**src/rtl/cpu_pkg.sv**
```systemverilog
// Shared definitions for the RISC control sequencer: opcode constants, sequencer
// states, instruction classes and the strobe bundle driven toward the datapath.
package cpu_pkg;

  localparam logic [4:0] OP_LD   = 5'b00000;
  localparam logic [4:0] OP_LDI  = 5'b00001;
  localparam logic [4:0] OP_ST   = 5'b00010;
  localparam logic [4:0] OP_ADD  = 5'b00011;
  localparam logic [4:0] OP_SUB  = 5'b00100;
  localparam logic [4:0] OP_AND  = 5'b00101;
  localparam logic [4:0] OP_OR   = 5'b00110;
  localparam logic [4:0] OP_ROR  = 5'b00111;
  localparam logic [4:0] OP_ROL  = 5'b01000;
  localparam logic [4:0] OP_SHR  = 5'b01001;
  localparam logic [4:0] OP_SHRA = 5'b01010;
  localparam logic [4:0] OP_SHL  = 5'b01011;
  localparam logic [4:0] OP_ADDI = 5'b01100;
  localparam logic [4:0] OP_ANDI = 5'b01101;
  localparam logic [4:0] OP_ORI  = 5'b01110;
  localparam logic [4:0] OP_MUL  = 5'b01111;
  localparam logic [4:0] OP_DIV  = 5'b10000;
  localparam logic [4:0] OP_NEG  = 5'b10001;
  localparam logic [4:0] OP_NOT  = 5'b10010;
  localparam logic [4:0] OP_BR   = 5'b10011;
  localparam logic [4:0] OP_JR   = 5'b10100;
  localparam logic [4:0] OP_IN   = 5'b10110;
  localparam logic [4:0] OP_OUT  = 5'b10111;
  localparam logic [4:0] OP_MFLO = 5'b11000;
  localparam logic [4:0] OP_MFHI = 5'b11001;
  localparam logic [4:0] OP_NOP  = 5'b11010;
  localparam logic [4:0] OP_HALT = 5'b11011;

  typedef enum logic [3:0] {
    S_RST, S_T0, S_T1, S_T2, S_T3, S_T4, S_T5, S_T6, S_T7, S_HALT
  } state_e;

  typedef enum logic [3:0] {
    C_ALU, C_IMM, C_MULDIV, C_UNARY, C_LDI, C_LD, C_ST, C_BR,
    C_JR, C_IN, C_OUT, C_MFHI, C_MFLO, C_NOP, C_HALT
  } op_class_e;

  typedef struct packed {
    logic pc_out, zhigh_out, zlow_out, mdr_out, hi_out, lo_out, ba_out, inport_out, c_out;
    logic mar_in, z_in, pc_in, mdr_in, ir_in, y_in, hi_in, lo_in, outport_in;
    logic gra, grb, grc, con_in, inc_pc, read, write, r_in, r_out;
  } strobes_t;

  // Undefined opcodes fall into C_NOP: fetch only.
  function automatic op_class_e classify(input logic [4:0] op);
    case (op)
      OP_ADD, OP_SUB, OP_AND, OP_OR, OP_ROR, OP_ROL,
      OP_SHR, OP_SHRA, OP_SHL:    return C_ALU;
      OP_ADDI, OP_ANDI, OP_ORI:   return C_IMM;
      OP_MUL, OP_DIV:             return C_MULDIV;
      OP_NEG, OP_NOT:             return C_UNARY;
      OP_LDI:                     return C_LDI;
      OP_LD:                      return C_LD;
      OP_ST:                      return C_ST;
      OP_BR:                      return C_BR;
      OP_JR:                      return C_JR;
      OP_IN:                      return C_IN;
      OP_OUT:                     return C_OUT;
      OP_MFHI:                    return C_MFHI;
      OP_MFLO:                    return C_MFLO;
      OP_HALT:                    return C_HALT;
      default:                    return C_NOP;
    endcase
  endfunction

  function automatic state_e final_step(input op_class_e c);
    case (c)
      C_JR, C_IN, C_OUT, C_MFHI, C_MFLO: return S_T3;
      C_UNARY:                           return S_T4;
      C_ALU, C_IMM, C_LDI:               return S_T5;
      C_MULDIV, C_BR:                    return S_T6;
      C_LD, C_ST:                        return S_T7;
      default:                           return S_T2;
    endcase
  endfunction

  function automatic state_e next_step(input state_e s);
    case (s)
      S_T0:    return S_T1;
      S_T1:    return S_T2;
      S_T2:    return S_T3;
      S_T3:    return S_T4;
      S_T4:    return S_T5;
      S_T5:    return S_T6;
      S_T6:    return S_T7;
      default: return S_T0;
    endcase
  endfunction

endpackage

```
**src/rtl/control_unit.sv**
```systemverilog
// Hardwired control sequencer: one step per clock, strobes decoded from the
// present step and IR[31:27]. IR is not latched; it must hold through execute.
module control_unit
  import cpu_pkg::*;
(
  input  logic        Clock,
  input  logic        Reset,
  input  logic [31:0] IR,
  input  logic        CON_FF,
  input  logic        Stop,
  output logic        Run,
  output logic        PCout, Zhighout, Zlowout, MDRout, HIout, LOout, BAout, InPortout, Cout,
  output logic        MARin, Zin, PCin, MDRin, IRin, Yin, HIin, LOin, OutPortin,
  output logic        Gra, Grb, Grc, CONin, IncPC, Read, Write, Rin, Rout
);

  state_e    state_q, state_d;
  op_class_e op_class;
  strobes_t  s;
  logic      unused_ir;

  assign op_class  = classify(IR[31:27]);
  assign unused_ir = ^IR[26:0];

  always_ff @(posedge Clock or negedge Reset) begin
    if (!Reset) state_q <= S_RST;
    else        state_q <= state_d;
  end

  always_comb begin
    state_d = state_q;
    case (state_q)
      S_RST:  state_d = S_T0;
      S_HALT: state_d = S_HALT;
      default: begin
        if (state_q == S_T2 && op_class == C_HALT)  state_d = S_HALT;
        else if (state_q == final_step(op_class))    state_d = Stop ? S_HALT : S_T0;
        else                                         state_d = next_step(state_q);
      end
    endcase
  end

  always_comb begin
    s = '0;
    case (state_q)
      S_T0: begin s.pc_out = 1'b1; s.mar_in = 1'b1; s.inc_pc = 1'b1; s.pc_in = 1'b1; end
      S_T1: begin s.read = 1'b1; s.mdr_in = 1'b1; end
      S_T2: begin s.mdr_out = 1'b1; s.ir_in = 1'b1; end
      S_T3: begin
        case (op_class)
          C_ALU, C_IMM:    begin s.grb = 1'b1; s.r_out = 1'b1; s.y_in = 1'b1; end
          C_MULDIV:        begin s.gra = 1'b1; s.r_out = 1'b1; s.y_in = 1'b1; end
          C_UNARY:         begin s.grb = 1'b1; s.r_out = 1'b1; s.z_in = 1'b1; end
          C_LDI, C_LD, C_ST: begin s.grb = 1'b1; s.ba_out = 1'b1; s.y_in = 1'b1; end
          C_BR:            begin s.gra = 1'b1; s.r_out = 1'b1; s.con_in = 1'b1; end
          C_JR:            begin s.gra = 1'b1; s.r_out = 1'b1; s.pc_in = 1'b1; end
          C_IN:            begin s.inport_out = 1'b1; s.gra = 1'b1; s.r_in = 1'b1; end
          C_OUT:           begin s.gra = 1'b1; s.r_out = 1'b1; s.outport_in = 1'b1; end
          C_MFHI:          begin s.hi_out = 1'b1; s.gra = 1'b1; s.r_in = 1'b1; end
          C_MFLO:          begin s.lo_out = 1'b1; s.gra = 1'b1; s.r_in = 1'b1; end
          default: ;
        endcase
      end
      S_T4: begin
        case (op_class)
          C_ALU:                    begin s.grc = 1'b1; s.r_out = 1'b1; s.z_in = 1'b1; end
          C_IMM, C_LDI, C_LD, C_ST: begin s.c_out = 1'b1; s.z_in = 1'b1; end
          C_MULDIV:                 begin s.grb = 1'b1; s.r_out = 1'b1; s.z_in = 1'b1; end
          C_UNARY:                  begin s.zlow_out = 1'b1; s.gra = 1'b1; s.r_in = 1'b1; end
          C_BR:                     begin s.pc_out = 1'b1; s.y_in = 1'b1; end
          default: ;
        endcase
      end
      S_T5: begin
        case (op_class)
          C_ALU, C_IMM, C_LDI: begin s.zlow_out = 1'b1; s.gra = 1'b1; s.r_in = 1'b1; end
          C_MULDIV:            begin s.zlow_out = 1'b1; s.lo_in = 1'b1; end
          C_LD, C_ST:          begin s.zlow_out = 1'b1; s.mar_in = 1'b1; end
          C_BR:                begin s.c_out = 1'b1; s.z_in = 1'b1; end
          default: ;
        endcase
      end
      S_T6: begin
        case (op_class)
          C_MULDIV: begin s.zhigh_out = 1'b1; s.hi_in = 1'b1; end
          C_LD:     begin s.read = 1'b1; s.mdr_in = 1'b1; end
          C_ST:     begin s.gra = 1'b1; s.r_out = 1'b1; s.mdr_in = 1'b1; end
          C_BR:     begin s.zlow_out = 1'b1; s.pc_in = CON_FF; end
          default: ;
        endcase
      end
      S_T7: begin
        case (op_class)
          C_LD:    begin s.mdr_out = 1'b1; s.gra = 1'b1; s.r_in = 1'b1; end
          C_ST:    s.write = 1'b1;
          default: ;
        endcase
      end
      default: ;
    endcase
  end

  assign Run = (state_q != S_RST) && (state_q != S_HALT);

  assign PCout     = s.pc_out;
  assign Zhighout  = s.zhigh_out;
  assign Zlowout   = s.zlow_out;
  assign MDRout    = s.mdr_out;
  assign HIout     = s.hi_out;
  assign LOout     = s.lo_out;
  assign BAout     = s.ba_out;
  assign InPortout = s.inport_out;
  assign Cout      = s.c_out;
  assign MARin     = s.mar_in;
  assign Zin       = s.z_in;
  assign PCin      = s.pc_in;
  assign MDRin     = s.mdr_in;
  assign IRin      = s.ir_in;
  assign Yin       = s.y_in;
  assign HIin      = s.hi_in;
  assign LOin      = s.lo_in;
  assign OutPortin = s.outport_in;
  assign Gra       = s.gra;
  assign Grb       = s.grb;
  assign Grc       = s.grc;
  assign CONin     = s.con_in;
  assign IncPC     = s.inc_pc;
  assign Read      = s.read;
  assign Write     = s.write;
  assign Rin       = s.r_in;
  assign Rout      = s.r_out;

endmodule
```
**config.mk**
```make
export PLATFORM = sky130hd
export DESIGN_NAME = control_unit
export DESIGN_NICKNAME = d
export VERILOG_FILES = /design/src/rtl/cpu_pkg.sv /design/src/rtl/control_unit.sv
export SDC_FILE = /design/constraint.sdc
export NUM_CORES = 1
export LEC_CHECK = 0
export CORE_MARGIN = 4
export CORE_UTILIZATION = 38
export CTS_BUF_LIST = sky130_fd_sc_hd__clkbuf_4
export DETAILED_ROUTE_END_ITERATION = 7
export HOLD_SLACK_MARGIN = 0.08
export PLACE_DENSITY = 0.91
export SYNTH_ARGS = -nofsm -noshare
export SYNTH_HDL_FRONTEND = slang
export SYNTH_SLANG_ARGS = --single-unit
```
**constraint.sdc**
```tcl
create_clock -name Clock -period 2.7 [get_ports Clock]
set_clock_uncertainty 0.15 [all_clocks]
set_input_delay 0.27 -clock Clock [delete_from_list [all_inputs] [get_ports Clock]]
set_output_delay 0.27 -clock Clock [all_outputs]
set_load 0.02 [all_outputs]
```
## Word level (Yosys, flattened, before mapping)

Memories as Yosys holds them, arrays and structs flattened.
Index checks and enable logic that the tools add are counted.

| storage, ports and cells | value |
|---|---|
| flip-flop bits (word level) | 4 |
| memory bits (read-only) | 192 |
| input bits | 36 |
| output and inout bits | 28 |
| word-level logic and storage cells | 95 |
| memories | 2 |

| cells by class | value |
|---|---|
| eq/ne operators | 24 |
| muxes and demuxes | 52 |
| reduce and logical (&&, ||, !) cells | 16 |

Memories:

| name | words | width | read ports | clocked after Yosys merged registers in | write ports | RTL line | RTL |
|---|---|---|---|---|---|---|---|
| (name not given) | 32 | 4 | 1 | 0 | 0 | cpu_pkg.sv:50 | `case (op)` |
| (name not given) | 16 | 4 | 1 | 0 | 0 | cpu_pkg.sv:71 | `case (c)` |

Operators by type and width:

| kind | count |
|---|---|
| 4-bit by 3-bit == test with 1-bit output, second input constant | 8 |
| 4-bit == test, second input constant | 8 |
| 1-bit 2-to-1 mux | 30 |
| 4-bit one-hot mux with 7 select lines | 1 |
| 4-bit 2-to-1 mux | 6 |
| 4-bit by 2-bit == test with 1-bit output, second input constant | 4 |
| 1-bit one-hot mux with 2 select lines | 8 |
| 7-bit OR reduction | 2 |
| 1-bit one-hot mux with 3 select lines | 4 |
| 6-bit OR reduction | 2 |
| 3-bit OR reduction | 3 |
| 4-bit by 1-bit == test with 1-bit output, second input constant | 2 |
| 4-bit logical NOT | 2 |
| 4-bit one-hot mux with 2 select lines | 1 |
| 2-bit OR reduction | 3 |
| 1-bit one-hot mux with 5 select lines | 1 |
| 4-bit == test | 1 |
| 4-bit != test, second input constant | 1 |
| 1-bit one-hot mux with 4 select lines | 1 |
| 4-bit nonzero test | 1 |
| 4-bit OR reduction | 1 |
| 1-bit logical AND | 2 |

## Depth between registers and ports, before layout

An unclocked memory read counts as a cell.

| depth | value |
|---|---|
| depth after elaboration | 9 |
| depth in mapped cells | 15 |

## Worst setup path before layout

Ideal clock, no wire load.

| timing | value |
|---|---|
| path type | input to output |
| start | in IR[27] |
| end | out Rout |
| arrival | 2.656 ns |
| required time | 2.280 ns |
| path slack | -0.376 ns |
| stages | 10 |
| buffers on the path | 1 |
| cells stage by stage | inv_1 > ha_1 > maj3_1 > a21oi_1 > ha_1 > clkbuf_1 > inv_1 > a21oi_1 > nor2_1 > o41ai_1 |

| between the ends | value |
|---|---|
| word-level cells in the longest chain between the ends | 5 |

Ends and longest elaborated chain:

| item | RTL line | RTL |
|---|---|---|
| start, declared | control_unit.sv:8 | `input logic [31:0] IR,` |
| memory 32 x 4 bit * | -- |  |
| 4-bit by 3-bit == test with 1-bit output (tied with other cells) | control_unit.sv:50 | `case (op_class)` |
| 7-bit OR reduction (no line) or 2-bit OR reduction (tied branches) | -- |  |
| 1-bit 2-to-1 mux, on equally long branches | control_unit.sv:50, control_unit.sv:65 |  |
| 1-bit one-hot mux with 3 select lines * | control_unit.sv:45 | `case (state_q)` |
| end, declared | control_unit.sv:14 | `output logic Gra, Grb, Grc, CONin, IncPC, Read, Write, Rin, Rout` |

Mark *: on every way between the ends. The rest lies on a longest branch, timed or not.

## Worst setup path in the final report

| timing | value |
|---|---|
| start | in IR[28] |
| end | reg state_q[0] |

| between the ends | value |
|---|---|
| word-level cells in the longest chain between the ends | 8 |

Ends and longest elaborated chain:

| item | RTL line | RTL |
|---|---|---|
| memory 32 x 4 bit * | -- |  |
| memory 16 x 4 bit | -- |  |
| 4-bit 2-to-1 mux | control_unit.sv:36 | `if (state_q == S_T2 && op_class == C_HALT) state_d = S_HALT;` |
| 4-bit 2-to-1 mux | control_unit.sv:32 | `case (state_q)` |
| 4-bit == test | control_unit.sv:37 | `else if (state_q == final_step(op_class)) state_d = Stop ? S_HALT : S_T0;` |
| 4-bit 2-to-1 mux | control_unit.sv:37 |  |
| 4-bit 2-to-1 mux * | control_unit.sv:36 |  |
| 4-bit one-hot mux with 2 select lines * | control_unit.sv:32 |  |
| named net state_d[0] | control_unit.sv:17 | `state_e state_q, state_d;` |
| end signal, assigned | control_unit.sv:27 | `else state_q <= state_d;` |
| end, declared | control_unit.sv:17 |  |

The timed path passes the listed nets; every way through them passes the cells marked *. The select of a mux whose other input is x is not followed.

==> summary.txt <==
Synth
  – Net Count, Synth: 240
  – Mapped Area: 1310 µm²
  – Synth top area share: 11.5%
  – Syn avg cell area: 6.82 µm²
  – Count leader, synth: nand2_1
  – Top cells by count, synth: 20 x nand2_1, 19 x nor2_1, 12 x ha_1
  – Synth Register Bits: 4
  – Cell variety after synth: 57
  – Post-synth EDFFs: 0
  – Synth area leaders: ha_1 11%, dfrtp_1 7.6%, nand2_1 5.7%
  – Cell taking the most area after synthesis: ha_1
  – Mapped Cells: 192
  – Synth warn: 0
  – Register area share after synthesis: 7.64%
  – Prevailing post-synth register cell: dfrtp_1
  – Async SR Flop Fraction: 100%

Placed design
  – Placed cells: 317
  – IO buf count: 36
  – Placer congestion estimate: 0.968
  – Dpl hpwl: 3.86 mm
  – Placed inst area: 2100 µm²

STA
  – Final setup violation count: 2
  – Minimum clock period: 2.88 ns
  – Final setup margin: -0.179 ns
  – Unrepaired setup endpoints after global routing: true
  – Final TNS setup: -0.259 ns
  – Worst-margin pin slew: 0.499 ns
  – Fraction of the cycle the final worst path needs: 107%
  – Slew Limit Fails: 0
  – Rel. slew slack: 66.8%
  – Max Clk Rate: 347 MHz
  – Final hold vios: 0

Run status
  – Failing checks: negative setup slack
  – Run status: finished with violations

Floorplan
  – DIE WIDTH: 66.7 µm
  – # rows: 21
  – I/O pin cnt: 64
  – Die ar.: 4450 µm²
  – Die height: 66.7 µm
  – Initial Util: 39.3%
  – Core Region: 3340 µm²

Worst hold path
  – Hold Crit Class: in -> async

Power and ir drop
  – PD cells: 618 nW/µm²
  – Psw: 742 µW
  – Net Sw Frac: 51.9%
  – Logic gate share of total power: 84.2%
  – VDD IR max: 276 µV
  – Internal power: 688 µW
  – Leak pwr: 1.05 nW
  – Flop pwr share: 10.5%
  – Clock power frac: 5.3%

Clocking
  – Skew-Pair Late Insertion Delay: 0.24 ns
  – CTS buffer count: 3
  – Root Driver: clkbuf_4
  – Clock Sinks: 4
  – Clock slew at the register clock pins of the worst setup and hold paths: 0.04 ns
  – CTS tree: built
  – H-tree depth: 1
  – Clk buf depth: 2

GRT
  – First-pass GRT wire length: 8.68 mm
  – Total GRT Usage: 24.8%
  – Gr ovfl total: 0
  – Initial antenna violation count: 0
  – Largest net degree at the start of global routing: 17
  – GR Util met3: 3.37%
  – Vias in the first global route: 1915
  – GR Layer Usage met1: 26.0%
  – Busiest grt layer: met2
  – Routing usage on met2: 47.0%

Finish
  – Area of the multi-input gates: 1280 µm²
  – Antenna Cells: 0
  – Max reg flops: 4
  – Layout cell share with drive strength beyond 1: 49.1%
  – Final Util: 69.3%
  – Finished Layout Cells: 327
  – Register area: 100 µm²
  – Area Overhead vs Synth: 76.4%
  – Top reg by flops: state_q
  – Final Net Count: 331
  – FILL cells: 266
  – Final Cell Area: 2310 µm²
  – Largest regs: state_q (4)

Setup path
  – Max Fanout on Critical Path: 4
  – CP endpoint kind: flip-flop
  – Data required, critical path: 2.65 ns
  – CP Class: in -> reg
  – CP Data Arrival Time: 2.83 ns
  – Type of origin of the critical path: input port

Routing
  – Post-route ant nets: 0
  – Vias per cell: 6.08
  – Final wirelength: 5.76 mm
  – Drc violations: 0
  – DR WL/cell: 17.6 µm
  – Vias post-DR: 1988
  – Initial DRT Pass Iterations: 6
  – Initial DRC count: 223

Run
  – Max_cap viols: 0
## per-layer routing
metal  vias to the layer above  share of wire, %  routed length [µm]
met1                       903                34                1970
met2                       162                51                2930
met4                         0               6.4                 369
met5                         -                 0                   0
met3                        48               8.3                 480
li1                        875                 -                   -
## layout by cell type (no fill, tap or decap), types with 3 or more instances in the layout
cell             instances
nand2b_1                 3
o21ai_0                  6
or3_1                    3
buf_4                   66
nor2_1                  18
nor2b_1                  5
nand4_1                  5
clkbuf_4                 3
clkbuf_2                 5
a21oi_1                  8
nor3_1                   5
nand2_1                 20
buf_6                    3
ha_1                     3
o22ai_1                  3
nor3_2                   4
a32oi_1                  4
dlygate4sd2_1            9
clkdlybuf4s50_1          6
buf_2                    5
inv_1                    7
o21ai_2                  3
ha_2                     4
dfrtp_1                  4
ha_4                     5
clkdlybuf4s15_2          4
and2_1                   7
## critical path, stage by stage
cell and delay [ns]:
buf_8 0.11, inv_6 0.05, ha_4 0.19, maj3_2 0.32, a21oi_4 0.19, inv_2 0.11, buf_4 0.15, ha_2 0.20
nor4_1 0.25, a21oi_1 0.14, o21ai_2 0.11, nor3_4 0.06, and3_4 0.17, or4_4 0.52
## final timing paths
check | from | to | slack [ns] | cells after the start
worst max register to register | state_q[1] | state_q[0] | 0.38 | 7
max in group asynchronous | Reset | state_q[3] | 2.15 | 1
worst min register to register | state_q[3] | state_q[2] | 0.58 | 2
worst max-delay path | IR[28] | state_q[0] | -0.18 | 14
worst min-delay path | Reset | state_q[1] | 0.08 | 1
min in group Clock | Stop | state_q[3] | 0.52 | 3
## per-stage QoR
step / total power [mW] / hold WS [ns] / setup WS, ns
after global routing: 1.52 / 0.0947 / -0.229
final: 1.43 / 0.0778 / -0.179
after CTS: 1.32 / 0.0812 / 0.00809
after floorplan: 0.754 / -0.176 / 0.00547
after global placement: 1.19 / 0.329 / -0.821
after detailed placement: 1.23 / 0.334 / -0.921
## power groups by stage
stage | sequential [mW] | combinational (mW) | clock (mW)
final | 0.151 | 1.20 | 0.0753
after global routing | 0.156 | 1.28 | 0.0830
after CTS | 0.147 | 1.10 | 0.0765
after detailed placement | 0.147 | 1.09 | 0
after global placement | 0.145 | 1.05 | 0
after floorplan | 0.118 | 0.637 | 0
## logic make-up after synthesis
| group | synth area share [%] |
|---|---|
| AO/OA/AOI/OAI | 27.4 |
| XOR/XNOR | 1.34 |
| adder cells (fa/ha/maj) | 12.2 |
| buffers and inverters | 11.1 |
| flip-flops | 7.64 |
| multiplexers | 1.72 |
| AND/OR/NAND/NOR | 38.6 |
## layout make-up
class | instances | share of cell area (%)
multi-input cells | 163 | 55.5
well taps | 46 | 2.49
clock buffers | 3 | 0.975
flip-flops and latches | 4 | 4.33
inverters | 10 | 1.95
repair buffers | 101 | 34.8
## repair_timing
action,4_1_cts,5_1_grt
hold buffers,0,0
cloned,0,0
endpoints found under the setup margin,29,25
resized for setup,103,37
buffers inserted,3,4
pin swaps,11,14
(Power assumes the default switching activity.)
